===== config.mk =====
export PLATFORM = sky130hd
export DESIGN_NAME = hazard_ctrl_flat
export DESIGN_NICKNAME = d
export VERILOG_FILES = /design/src/rtl/hazard_ctrl_if.sv /design/src/rtl/hazard_ctrl.sv /design/src/flat_wrapper.sv
export SDC_FILE = /design/constraint.sdc
export NUM_CORES = 1
export LEC_CHECK = 0
export ABC_AREA = 1
export CAP_MARGIN = 20
export CORE_MARGIN = 2
export CORE_UTILIZATION = 40
export DETAILED_ROUTE_END_ITERATION = 16
export DONT_BUFFER_PORTS = 1
export PLACE_DENSITY_LB_ADDON = 0.1
export RECOVER_POWER = 25
export REMOVE_ABC_BUFFERS = 1
export SLEW_MARGIN = 20
export SYNTH_ARGS = -nofsm -noshare
export SYNTH_HDL_FRONTEND = slang
export SYNTH_SLANG_ARGS = --single-unit

===== constraint.sdc =====
create_clock -name clk -period 3.3 [get_ports clk]
set_input_delay 0.66 -clock clk [delete_from_list [all_inputs] [get_ports clk]]
set_output_delay 0.66 -clock clk [all_outputs]
set_load 0.02 [all_outputs]

===== src/rtl/hazard_ctrl_if.sv =====
// Pipeline hazard controller bundle: ID-stage instruction fields, EX/MEM status in, stage controls out.
// master = pipeline side, slave = hazard_ctrl.
interface hazard_ctrl_if #(
  parameter int unsigned REG_W = 4
) ();
  logic             id_valid;
  logic [REG_W-1:0] id_src1;
  logic [REG_W-1:0] id_src2;
  logic             id_src2_en;
  logic             id_wb_en;
  logic [REG_W-1:0] id_dest;
  logic             id_mem_rd;
  logic             id_mem_wr;
  logic             branch_taken;
  logic             mem_ready;
  logic             freez;
  logic             id_ex_bubble;
  logic             flush;
  logic             pipe_hold;
  logic             mem_timeout;
  logic [15:0]      stall_cnt;

  modport master (
    output id_valid, id_src1, id_src2, id_src2_en, id_wb_en, id_dest,
    output id_mem_rd, id_mem_wr, branch_taken, mem_ready,
    input  freez, id_ex_bubble, flush, pipe_hold, mem_timeout, stall_cnt
  );

  modport slave (
    input  id_valid, id_src1, id_src2, id_src2_en, id_wb_en, id_dest,
    input  id_mem_rd, id_mem_wr, branch_taken, mem_ready,
    output freez, id_ex_bubble, flush, pipe_hold, mem_timeout, stall_cnt
  );
endinterface


===== src/rtl/hazard_ctrl.sv =====
// RAW-hazard stall, wrong-path squash and data-memory freeze for the 5-stage pipe.
// Controls are combinational and act at the next edge; a memory wait holds every stage indefinitely.
module hazard_ctrl #(
  parameter int unsigned REG_W       = 4,
  parameter bit          FWD_EN      = 1'b0,
  parameter int unsigned MEM_TIMEOUT = 255
) (
  input logic          clk,
  input logic          rst,
  hazard_ctrl_if.slave hz
);

  localparam int unsigned CNT_W = (MEM_TIMEOUT > 255) ? $clog2(MEM_TIMEOUT + 1) : 8;

  typedef struct packed {
    logic             valid;
    logic             wb;
    logic [REG_W-1:0] dest;
    logic             load;
    logic             mem;
  } sb_entry_t;

  typedef enum logic {RUN, MEM_WAIT} state_t;

  sb_entry_t        sb_ex_q, sb_ex_d;
  sb_entry_t        sb_mem_q, sb_mem_d;
  sb_entry_t        id_entry;
  state_t           state_q, state_d;
  logic [CNT_W-1:0] wait_cnt_q, wait_cnt_d;
  logic [CNT_W-1:0] cnt_base;
  logic [CNT_W:0]   cnt_inc;
  logic             mem_timeout_q, mem_timeout_d;
  logic [15:0]      stall_cnt_q, stall_cnt_d;

  logic ex_hit, mem_hit, hazard, mwait;
  logic freez_c, bubble_c, flush_c, hold_c;

  function automatic logic src_hit(input sb_entry_t e, input logic [REG_W-1:0] src,
                                   input logic need_load);
    return e.valid && e.wb && (e.dest == src) && (!need_load || e.load);
  endfunction

  // With forwarding only a load still sitting in EX cannot supply its result in time.
  always_comb begin
    ex_hit  = src_hit(sb_ex_q, hz.id_src1, FWD_EN)
            | (hz.id_src2_en & src_hit(sb_ex_q, hz.id_src2, FWD_EN));
    mem_hit = src_hit(sb_mem_q, hz.id_src1, 1'b0)
            | (hz.id_src2_en & src_hit(sb_mem_q, hz.id_src2, 1'b0));
    hazard  = hz.id_valid & (ex_hit | (!FWD_EN & mem_hit));
    mwait   = sb_mem_q.valid & sb_mem_q.mem & !hz.mem_ready;
  end

  always_comb begin
    freez_c  = 1'b0;
    bubble_c = 1'b0;
    flush_c  = 1'b0;
    hold_c   = 1'b0;
    state_d  = RUN;
    if (mwait) begin
      hold_c  = 1'b1;
      freez_c = 1'b1;
      state_d = MEM_WAIT;
    end else if (hz.branch_taken) begin
      flush_c  = 1'b1;
      bubble_c = 1'b1;
    end else if (hazard) begin
      freez_c  = 1'b1;
      bubble_c = 1'b1;
    end
  end

  always_comb begin
    id_entry.valid = 1'b1;
    id_entry.wb    = hz.id_wb_en;
    id_entry.dest  = hz.id_dest;
    id_entry.load  = hz.id_mem_rd;
    id_entry.mem   = hz.id_mem_rd | hz.id_mem_wr;

    sb_ex_d  = sb_ex_q;
    sb_mem_d = sb_mem_q;
    if (!hold_c) begin
      sb_mem_d = sb_ex_q;
      sb_ex_d  = (hz.id_valid && !bubble_c) ? id_entry : '0;
    end
  end

  // A fresh wait restarts the count; it saturates rather than wrapping.
  always_comb begin
    cnt_base      = (state_q == MEM_WAIT) ? wait_cnt_q : '0;
    cnt_inc       = {1'b0, cnt_base} + (CNT_W+1)'(1);
    wait_cnt_d    = '0;
    mem_timeout_d = mem_timeout_q;
    if (mwait) begin
      wait_cnt_d = cnt_inc[CNT_W] ? {CNT_W{1'b1}} : cnt_inc[CNT_W-1:0];
      if (cnt_inc >= (CNT_W+1)'(MEM_TIMEOUT)) begin
        mem_timeout_d = 1'b1;
      end
    end
    stall_cnt_d = stall_cnt_q;
    if (freez_c && (stall_cnt_q != 16'hFFFF)) begin
      stall_cnt_d = stall_cnt_q + 16'd1;
    end
  end

  always_ff @(posedge clk or negedge rst) begin
    if (!rst) begin
      sb_ex_q       <= '0;
      sb_mem_q      <= '0;
      state_q       <= RUN;
      wait_cnt_q    <= '0;
      mem_timeout_q <= 1'b0;
      stall_cnt_q   <= '0;
    end else begin
      sb_ex_q       <= sb_ex_d;
      sb_mem_q      <= sb_mem_d;
      state_q       <= state_d;
      wait_cnt_q    <= wait_cnt_d;
      mem_timeout_q <= mem_timeout_d;
      stall_cnt_q   <= stall_cnt_d;
    end
  end

  assign hz.freez        = rst & freez_c;
  assign hz.id_ex_bubble = rst & bubble_c;
  assign hz.flush        = rst & flush_c;
  assign hz.pipe_hold    = rst & hold_c;
  assign hz.mem_timeout  = mem_timeout_q;
  assign hz.stall_cnt    = stall_cnt_q;

endmodule


===== src/flat_wrapper.sv =====
// flat-port wrapper written by rule: the top's interface ports become plain ports
module hazard_ctrl_flat 
#(
  parameter int unsigned REG_W       = 4,
  parameter bit          FWD_EN      = 1'b0,
  parameter int unsigned MEM_TIMEOUT = 255
)
  (clk, rst, hz_id_valid, hz_id_src1, hz_id_src2, hz_id_src2_en, hz_id_wb_en, hz_id_dest, hz_id_mem_rd, hz_id_mem_wr, hz_branch_taken, hz_mem_ready, hz_freez, hz_id_ex_bubble, hz_flush, hz_pipe_hold, hz_mem_timeout, hz_stall_cnt);
  hazard_ctrl_if #(.REG_W(REG_W)) hz_i ();
  input logic clk;
  input logic rst;
  input wire logic [$bits(hz_i.id_valid)-1:0] hz_id_valid;
  input wire logic [$bits(hz_i.id_src1)-1:0] hz_id_src1;
  input wire logic [$bits(hz_i.id_src2)-1:0] hz_id_src2;
  input wire logic [$bits(hz_i.id_src2_en)-1:0] hz_id_src2_en;
  input wire logic [$bits(hz_i.id_wb_en)-1:0] hz_id_wb_en;
  input wire logic [$bits(hz_i.id_dest)-1:0] hz_id_dest;
  input wire logic [$bits(hz_i.id_mem_rd)-1:0] hz_id_mem_rd;
  input wire logic [$bits(hz_i.id_mem_wr)-1:0] hz_id_mem_wr;
  input wire logic [$bits(hz_i.branch_taken)-1:0] hz_branch_taken;
  input wire logic [$bits(hz_i.mem_ready)-1:0] hz_mem_ready;
  output wire logic [$bits(hz_i.freez)-1:0] hz_freez;
  output wire logic [$bits(hz_i.id_ex_bubble)-1:0] hz_id_ex_bubble;
  output wire logic [$bits(hz_i.flush)-1:0] hz_flush;
  output wire logic [$bits(hz_i.pipe_hold)-1:0] hz_pipe_hold;
  output wire logic [$bits(hz_i.mem_timeout)-1:0] hz_mem_timeout;
  output wire logic [$bits(hz_i.stall_cnt)-1:0] hz_stall_cnt;
  assign hz_i.id_valid = hz_id_valid;
  assign hz_i.id_src1 = hz_id_src1;
  assign hz_i.id_src2 = hz_id_src2;
  assign hz_i.id_src2_en = hz_id_src2_en;
  assign hz_i.id_wb_en = hz_id_wb_en;
  assign hz_i.id_dest = hz_id_dest;
  assign hz_i.id_mem_rd = hz_id_mem_rd;
  assign hz_i.id_mem_wr = hz_id_mem_wr;
  assign hz_i.branch_taken = hz_branch_taken;
  assign hz_i.mem_ready = hz_mem_ready;
  assign hz_freez = hz_i.freez;
  assign hz_id_ex_bubble = hz_i.id_ex_bubble;
  assign hz_flush = hz_i.flush;
  assign hz_pipe_hold = hz_i.pipe_hold;
  assign hz_mem_timeout = hz_i.mem_timeout;
  assign hz_stall_cnt = hz_i.stall_cnt;
  hazard_ctrl #(.REG_W(REG_W), .FWD_EN(FWD_EN), .MEM_TIMEOUT(MEM_TIMEOUT)) u_core (.clk(clk), .rst(rst), .hz(hz_i));
endmodule

[After elaboration in Yosys (flattened, before gate mapping)]
Index checks and enable logic that the tools add are counted.
Word-level totals
  flip-flop bits (word level): 40
  input port bits: 21
  output and inout port bits: 21
  word-level logic and storage cells: 56
Cells by class
  $add $sub $neg: 2
  order comparisons: 1
  equality and inequality tests: 5
  multiplexer cells: 12
  bitwise gates (word level): 13
  reduce and logical (&&, ||, !) cells: 11
Operators by type and width (number)
  $mux W8: 4
  $add A16 B1 Y16 const B: 1
  $eq A4 B4 Y1: 4
  $ne A16 B16 Y1 const B: 1
  $add A8 B1 Y9 const B: 1
  $and A1 B1 Y1: 9
  $ge A9 B8 Y1 const B: 1
  $logic_and A1 B1 Y1: 8
  $mux W1: 8
  $or A1 B1 Y1: 4
  $logic_not A1 Y1: 2
  $reduce_and A2 Y1: 1

[Depth between registers and ports, before layout]
Gate-level depths: netlist of the first run.
  depth after elaboration: 12
  mapped depth: 14
  mapped depth without buffers: 13

[Worst setup path after synthesis of the first run]
No wires, ideal clock.
  path kind: input -> output
  from: input port hz_id_src2[3]
  to: output port hz_id_ex_bubble
  data arrival time: 1.767 ns
  required time: 2.640 ns
  path slack: 0.873 ns
  stages on the path: 12
  buffers on the path: 0
  cell sequence: inv_1 nand2_1 o21ai_0 nor2_1 nand2_1 nand2_1 nand2_1 nand2_1 nand2_1 nand2_1 inv_1 nor3_1
On the way
  word-level cells in the longest chain between the ends: 10
  elaborated cells on any way between the ends: 14
  those cells by class: eq/ne: 2; mux: 3; bitwise: 7; reduce/logical: 2
Ends and longest elaborated chain
  start, declared: line flat_wrapper.sv:14  | input wire logic [$bits(hz_i.id_src2)-1:0] hz_id_src2;
  $eq A4 B4 Y1: line hazard_ctrl.sv:40  | return e.valid && e.wb && (e.dest == src) && (!need_load || e.load);
  $logic_and A1 B1 Y1: line hazard_ctrl.sv:40
  $and A1 B1 Y1, on equally long branches: line hazard_ctrl.sv:46, hazard_ctrl.sv:48
  $or A1 B1 Y1, on equally long branches: line hazard_ctrl.sv:46, hazard_ctrl.sv:48
  $or A1 B1 Y1 (*): line hazard_ctrl.sv:49  | hazard = hz.id_valid & (ex_hit | (!FWD_EN & mem_hit));
  $and A1 B1 Y1 (*): line hazard_ctrl.sv:49
  $mux W1 (*): line hazard_ctrl.sv:66  | end else if (hazard) begin
  $mux W1 (*): line hazard_ctrl.sv:63  | end else if (hz.branch_taken) begin
  $mux W1 (*): line hazard_ctrl.sv:59  | if (mwait) begin
  $and A1 B1 Y1 (*): line hazard_ctrl.sv:124  | assign hz.id_ex_bubble = rst & bubble_c;
  end, declared: line flat_wrapper.sv:23  | output wire logic [$bits(hz_i.id_ex_bubble)-1:0] hz_id_ex_bubble;
Every way passes the cells marked *; elsewhere a longest branch is shown, timed or not.

[Worst setup path after layout of the first run]
  from: register u_core.sb_mem_q[3] (netlist bit)
  to: output port hz_id_ex_bubble
On the way
  word-level cells in the longest chain between the ends: 10
  elaborated cells on any way between the ends: 12
  those cells by class: eq/ne: 2; mux: 3; bitwise: 5; reduce/logical: 2
Ends and longest elaborated chain
  start, declared: line hazard_ctrl.sv:26  | sb_entry_t sb_mem_q, sb_mem_d;
  start signal, assigned: line hazard_ctrl.sv:115  | sb_mem_q <= sb_mem_d;
  $eq A4 B4 Y1: line hazard_ctrl.sv:40
  $logic_and A1 B1 Y1: line hazard_ctrl.sv:40
  $and A1 B1 Y1: line hazard_ctrl.sv:48  | | (hz.id_src2_en & src_hit(sb_mem_q, hz.id_src2, 1'b0));
  $or A1 B1 Y1 (*): line hazard_ctrl.sv:48
  $or A1 B1 Y1 (*): line hazard_ctrl.sv:49
  $and A1 B1 Y1 (*): line hazard_ctrl.sv:49
  $mux W1 (*): line hazard_ctrl.sv:66
  $mux W1 (*): line hazard_ctrl.sv:63
  $mux W1 (*): line hazard_ctrl.sv:59
  $and A1 B1 Y1 (*): line hazard_ctrl.sv:124
Marks and branches as above.

==> metrics.md, run 1 <==
| Metric | Value |
|---|---|
| Layout fillers | between 600 and 700 |
| H-tree depth | 2 |
| RSZ-0062 raised after global routing | false |
| CP Class | reg -> out |
| Multi-input logic area | roughly 1200 µm² |
| Max incr delay on CP | between 500 and 600 ps |
| IO Port Bufs | 0 |
| Die width | around 81 µm |
| Skew final | slightly below 8 ps |
| Reg clk slew, reported paths | about 80 ps |
| Final min period | approximately 2600 ps |
| WHS | around 55 ps |
| Post-Syn Area | about 2400 µm² |
| Crit path cell chain | inv_2 > nand2_1 > nand2_1 > nor2_1 > nand3_1 > nand2_1 > nand2_1 > nand2_1 > nand2_1 > nand2_1 > inv_1 > nor3_1 |
| WL/cell | between 10 and 15 µm |
| Routed Antenna Nets | 0 |
| Initial Util | 0.407 |
| Clock Tree Buf Depth | 2 |
| Post-DP HPWL | 3.72 mm |
| Slowest stage cell, crit path | nor3_1 |
| Buf+Inv Stages, Crit Path | 2 |
| Vias in the first global route | 1925 |
| Peak supply drop | approximately 200 µV |
| FF/Latch Area | ~1000 µm² |
| Endpoints failing setup | 0 |
| TNS Setup | 0 ps |
| Vias/cell | approximately 4.8 |
| Outcome | finished, final reports clean |
| HP Class | in -> async |
| Nets | roughly 350 |
| Core Rows | 28 |
| Worst Max-Slew Pin Slew | roughly 640 ps |
| Critical path fanouts, max | 7 |
| Crit-path most repeated cell | nand2_1 |
| Crit path launch type | register |
| WP data required | ~2600 ps |
| Max-cap viol count | 0 |
| Number of hold buffers added after CTS | 0 |
| Post-layout util | 0.437 |
| Max-slew violations | 0 |
| Total gr overflow | 0 |
| WL final | ~5 mm |
| Ports | 42 |
| Initial antenna violation count | 0 |
| Total number of vias | between 1500 and 2000 |
| Unique cell type count in the Yosys netlist | 32 |
| Asr flop ratio synth | 1.00 |
| Prevailing post-synth register cell | dfrtp_1 |
| Pre-antenna DRT Iters | 4 |
| Flops & latches, synth | 40 |
| Seq/Total Area, Yosys | 0.423 |
| Clock Sinks | 40 |
| Crit end category | output pin |
| CTS root buf | clkbuf_8 |
| Area Overhead vs Synth | 7.29% |
| CTS Buf Count | 5 |
| Placer congestion estimate | around 0.81 |
| CTS tree | done |
| Leakage power | ~1.4 nW |
| GRT Total Usage | 0.171 |
| Final period util | 0.793 |
| Core ar. | approximately 5800 µm² |
| Die area | 6550 µm² |
| Syn Inst Count | between 300 and 400 |
| Yosys warning count | 0 |
| PwrDens | between 300 and 400 nW/µm² |
| ANT cells | 0 |
| Synthesized area per cell | 7.40 µm² |
| Fmax | between 300 and 400 MHz |
| Share of layout cells above drive strength 1 | 0.0923 |
| Arrival time at the worst endpoint | ~2000 ps |
| CP top delay family | simple AND/OR/NAND/NOR gates |
| Largest net degree at the start of global routing | 42 |
| Final Hold Viols | 0 |
| First-pass GRT wire length | slightly below 9 mm |
| Rel. slew slack | 0.568 |
| Drt drc | 0 |
| Die Y | between 80 and 90 µm |
| Number of enable flip-flop cells after synthesis | 0 |
| Iter 0 DRT Violations | 93 |
| Post-cts resize count | 0 |
| Post-CTS Setup Repair Bufs | 0 |
| Clock latency on the worst-skew pair | about 290 ps |
## registers in the layout, summed over array words and instances (netlist names)
name,count
u_core.state_q,1
u_core.hz.stall_cnt,16
u_core.sb_ex_q,7
u_core.hz.mem_timeout,1
u_core.sb_mem_q,7
u_core.wait_cnt_q,8
## kinds of logic after synthesis
logic type,Yosys count,synth area share
and+or+nand+nor,201,0.377
xor gates and xnor gates,22,0.0814
buffers and inverters,37,0.0634
adders and majority gates,3,0.0158
AOI/OAI and AO/OA,17,0.0396
DFF,40,0.423
## worst reg2reg max path, cell delays in order, from the launching register on
cell     delay (ps)
dfrtp_1         540
ha_1            260
nand3_2         110
nor2_2          240
nand2_2         130
nor3_4          160
nand3_4         220
nand2_4         260
nand2_1          70
nand2_1          70
## path summary, 6_finish.rpt
| path | end | slack (ps) | from | cells after the start |
|---|---|---|---|---|
| setup / recovery | hz_id_ex_bubble | 680 | u_core.sb_mem_q[3] | 12 |
| hold / removal | u_core.hz.stall_cnt[5] | 60 | rst | 0 |
| setup reg to reg | u_core.hz.stall_cnt[5] | 1170 | u_core.hz.stall_cnt[0] | 9 |
| hold reg to reg | u_core.sb_mem_q[0] | 480 | u_core.sb_ex_q[0] | 1 |
| max in group asynchronous | u_core.wait_cnt_q[1] | 3160 | rst | 0 |
| min in group clk | u_core.sb_mem_q[0] | 480 | u_core.sb_ex_q[0] | 1 |
## cells in the final DEF (no fill, tap or decap)
cell type,instances
nor3_1,2
clkbuf_8,6
nand4_1,2
dfrtp_1,40
nand2_1,125
xor2_1,12
xnor2_1,10
inv_2,7
ha_1,3
nand3_1,33
nor3_4,1
o2111ai_1,1
nor3_2,1
nand2_4,1
nor2_2,2
nand3_4,1
buf_4,3
nand4_2,1
o21ai_0,6
a21oi_1,6
nand2_2,2
nand3_2,1
nor2_1,22
nand3b_1,1
inv_1,24
o21a_1,1
o21bai_1,1
or2_2,3
nor4_1,2
o21ai_1,2
clkbuf_1,2
nor3b_2,1
## where the power goes
| part | internal [mW] | leakage (nW) | total [mW] | switching [mW] |
|---|---|---|---|---|
| clock network | 0.171 | 0.0455 | 0.334 | 0.164 |
| registers | 0.512 | 0.541 | 0.559 | 0.0471 |
| logic | 0.0306 | 0.778 | 0.0751 | 0.0445 |
## layout make-up
type,count,area share
multi-input cells,243,0.479
clock buffers,8,0.0355
repair buffers,3,0.00886
well taps,75,0.0369
inverters,31,0.0458
flip-flops and latches,40,0.394
## routing by layer
metal	vias to the layer above	wire, µm	track usage
met1	879	2330	0.213
met4	0	61	0.0610
li1	1021	-	-
met3	6	278	0.0400
met2	33	2420	0.289
met5	-	0	0
## through the flow
stage	setup WS, ps	power, mW	area (µm²)	std cells
finish	682	0.968	2540	400
detailed placement	733	0.644	2450	392
CTS	652	0.984	2540	400
global placement	746	0.644	2450	392
floorplan	598	0.624	2330	314
global route	401	1.02	2540	400
## Yosys cell counts (2+ instances only)
cell type,number,share of area
nor2_2,2,0.0053
nand2_1,125,0.20
inv_2,7,0.011
nand4_1,2,0.0053
o21ai_1,2,0.0042
ha_1,3,0.016
nor4_1,2,0.0053
buf_2,3,0.0063
nand2_2,2,0.0053
nor2_1,22,0.035
nor3_1,2,0.0042
xor2_1,12,0.044
xnor2_1,10,0.037
dfrtp_1,40,0.42
inv_1,24,0.038
or2_2,3,0.0079
nand3_1,33,0.070
a21oi_1,6,0.013
clkbuf_1,2,0.0032
o21ai_0,6,0.013
Power figures use the tool's default switching activity.
==> run 2, diff against run 1 <==
==> constraint.sdc (replaced) <==
create_clock -name clk -period 2.2 [get_ports clk]
set_input_delay 0.44 -clock clk [delete_from_list [all_inputs] [get_ports clk]]
set_output_delay 0.44 -clock clk [all_outputs]
set_load 0.02 [all_outputs]
==> run 2 against run 1 <==
Effect of this change:
- first-iteration DRC count grew 7.5%
- final cell count grew 5.3%
- global-route usage up 0.52 points
- die area unchanged
- non-clock buffer count increased by 21
- count of clock-buffer cells in the layout decreased by 2
- clock power is 51% higher
- total power grew 56%
- critical endpoint unchanged
- largest cell class unchanged
==> metrics.md, run 2 (synthesis results as in run 1) <==
| Metric | Value |
|---|---|
| Pre-antenna DRT Iters | 6 (+2) |
| First-pass GRT wire length | 8.91 mm (+1.6%) |
| Initial Util | 0.407 (unchanged) |
| PwrDens | 555 nW/µm² (+46%) |
| Initial antenna violation count | 0 (unchanged) |
| Commonest non-fill, non-tap cells in the layout | nand2_1, dfrtp_1, nand3_1, inv_1, buf_4 |
| Clock latency on the worst-skew pair | 290 ps (about the same) |
| Final period util | 0.959 |
| Die area | 6550 µm² (unchanged) |
| Max-slew violations | 0 (unchanged) |
| Share of layout cells above drive strength 1 | 0.176 (+0.0840) |
| TNS Setup | 0 ps (unchanged) |
| Max-cap viol count | 0 (unchanged) |
| Reg clk slew, reported paths | 70 ps (about the same) |
| Die Y | 81.0 µm (unchanged) |
| Max reg flops | 16 (unchanged) |
| Final min period | ~2100 ps |
| Arrival time at the worst endpoint | 1670 ps (-290 ps) |
| Ports | 42 (unchanged) |
| CTS root buf | clkbuf_8 |
| Leakage power | 1.48 nW (+8.1%) |
| Largest net degree at the start of global routing | 41 (-2.4%) |
| Placer congestion estimate | 0.810 (-0.37%) |
| Vias/cell | 4.76 (-1.9%) |
| GRT Total Usage | 0.176 (+0.00517) |
| Worst r2r path cells | 8 (-1) |
| Endpoints failing setup | 0 (unchanged) |
| Hold Crit Depth | 2 |
| Routed Antenna Nets | 0 (unchanged) |
| Fmax | around 470 MHz |
| Peak supply drop | 247 µV (+25%) |
| Commonest non-fill, non-tap cell in the layout | nand2_1 |
| WP data required | 1760 ps (-880 ps) |
| Crit path launch type | register |
| Die width | 81.0 µm (unchanged) |
| Drt drc | 0 (unchanged) |
| Post-DP HPWL | 3.76 mm (+1.1%) |
| Core ar. | 5820 µm² (unchanged) |
| Clock Sinks | 40 (unchanged) |
| IO Port Bufs | 0 (unchanged) |
| Skew final | 10.0 ps (+2.14 ps) |
| Dpl ws | 257 ps (-475 ps) |
| Vias in the first global route | 1960 (+1.8%) |
| CTS Buf Count | 5 (unchanged) |
| WL/cell | 12.4 µm (-2.8%) |
| WL final | 5.21 mm (+2.3%) |
| Clock Tree Buf Depth | 2 (unchanged) |
| HP Class | in -> reg |
| Rel. slew slack | 0.327 (-0.241) |
| Crit end category | output pin |
| Core Rows | 28 (unchanged) |
| Final WS setup | 90.7 ps (-591 ps) |
| Area Overhead vs Synth | 15.1% |
| H-tree depth | 2 (unchanged) |
| CTS tree | done |
| Final Hold Viols | 0 (unchanged) |
| CP Class | reg -> out |
| Worst Max-Slew Pin Slew | 1010 ps (+366 ps) |
| Total gr overflow | 0 (unchanged) |
| Outcome | finished, final reports clean |
| Critical path fanouts, max | 4 (-3) |
| RSZ-0062 raised after global routing | true |
| ANT cells | 0 (unchanged) |
| Total number of vias | 2003 (+3.3%) |
| Iter 0 DRT Violations | 100 (+7.5%) |
| Nets | 369 (+6.0%) |
==> run 2: repair_timing <==
item,in CTS,in global routing
buffers inserted,0,4
pin swaps,0,6
hold endpoints to repair,40,0
gates resized for setup,1,8
setup endpoints to repair,1,2
hold buffers,2,0
==> run 2: area by class of cell <==
class	instances	area (µm²)
inverter	31	116
tap	75	93.8
clock buffer	6	82.6
fill	615	3090
timing repair buffer	24	180
sequential	40	1000
multi-input combinational	243	1240
clock inverter	2	10.0
==> run 2: stage by stage <==
stage / power [mW] / cells / hold WS (ps) / util / area, µm²
2_1_floorplan: 0.937 / 314 / 144 / - / 2330
3_3_place_gp: 0.998 / 407 / 146 / 0.441 / 2560
3_5_place_dp: 1.00 / 407 / 146 / 0.441 / 2560
4_1_cts: 1.54 / 417 / 283 / 0.462 / 2690
5_1_grt: 1.60 / 421 / 294 / 0.469 / 2730
6_report: 1.51 / 421 / 292 / 0.469 / 2730
==> run 2: worst max-delay path: stages (launching register included) <==
cell	delay (ps)
dfrtp_1	430
xor2_1	150
nor2_1	110
nand2_1	60
nand2_1	70
nand2_1	60
nand2_2	90
nand2_2	70
nand2_2	50
inv_2	50
nor3_2	90
buf_4	160
==> run 2: where the power goes <==
part | internal (mW) | total, mW | switching (mW)
combinational | 0.0798 | 0.216 | 0.137
clock | 0.250 | 0.505 | 0.255
sequential | 0.768 | 0.790 | 0.0226
total | 1.10 | 1.51 | 0.414
==> run 2: metal layers <==
| layer | GRT usage | routed length, µm | vias up |
|---|---|---|---|
| li1 | - | - | 1056 |
| met3 | 0.0578 | 302 | 5 |
| met2 | 0.293 | 2490 | 39 |
| met5 | 0 | 0 | - |
| met4 | 0.0458 | 39 | 0 |
| met1 | 0.222 | 2380 | 903 |
==> run 2: path summary, 6_finish.rpt <==
check,start,endpoint,slack (ps)
worst min-delay path,hz_id_dest[1],u_core.sb_ex_q[3],290
worst max register to register,u_core.hz.stall_cnt[9],u_core.hz.stall_cnt[8],330
max in group asynchronous,rst,u_core.sb_ex_q[5],640
worst max-delay path,u_core.sb_mem_q[5],hz_id_ex_bubble,90
min in group asynchronous,rst,u_core.sb_mem_q[2],880
worst min register to register,u_core.sb_ex_q[0],u_core.sb_mem_q[0],470
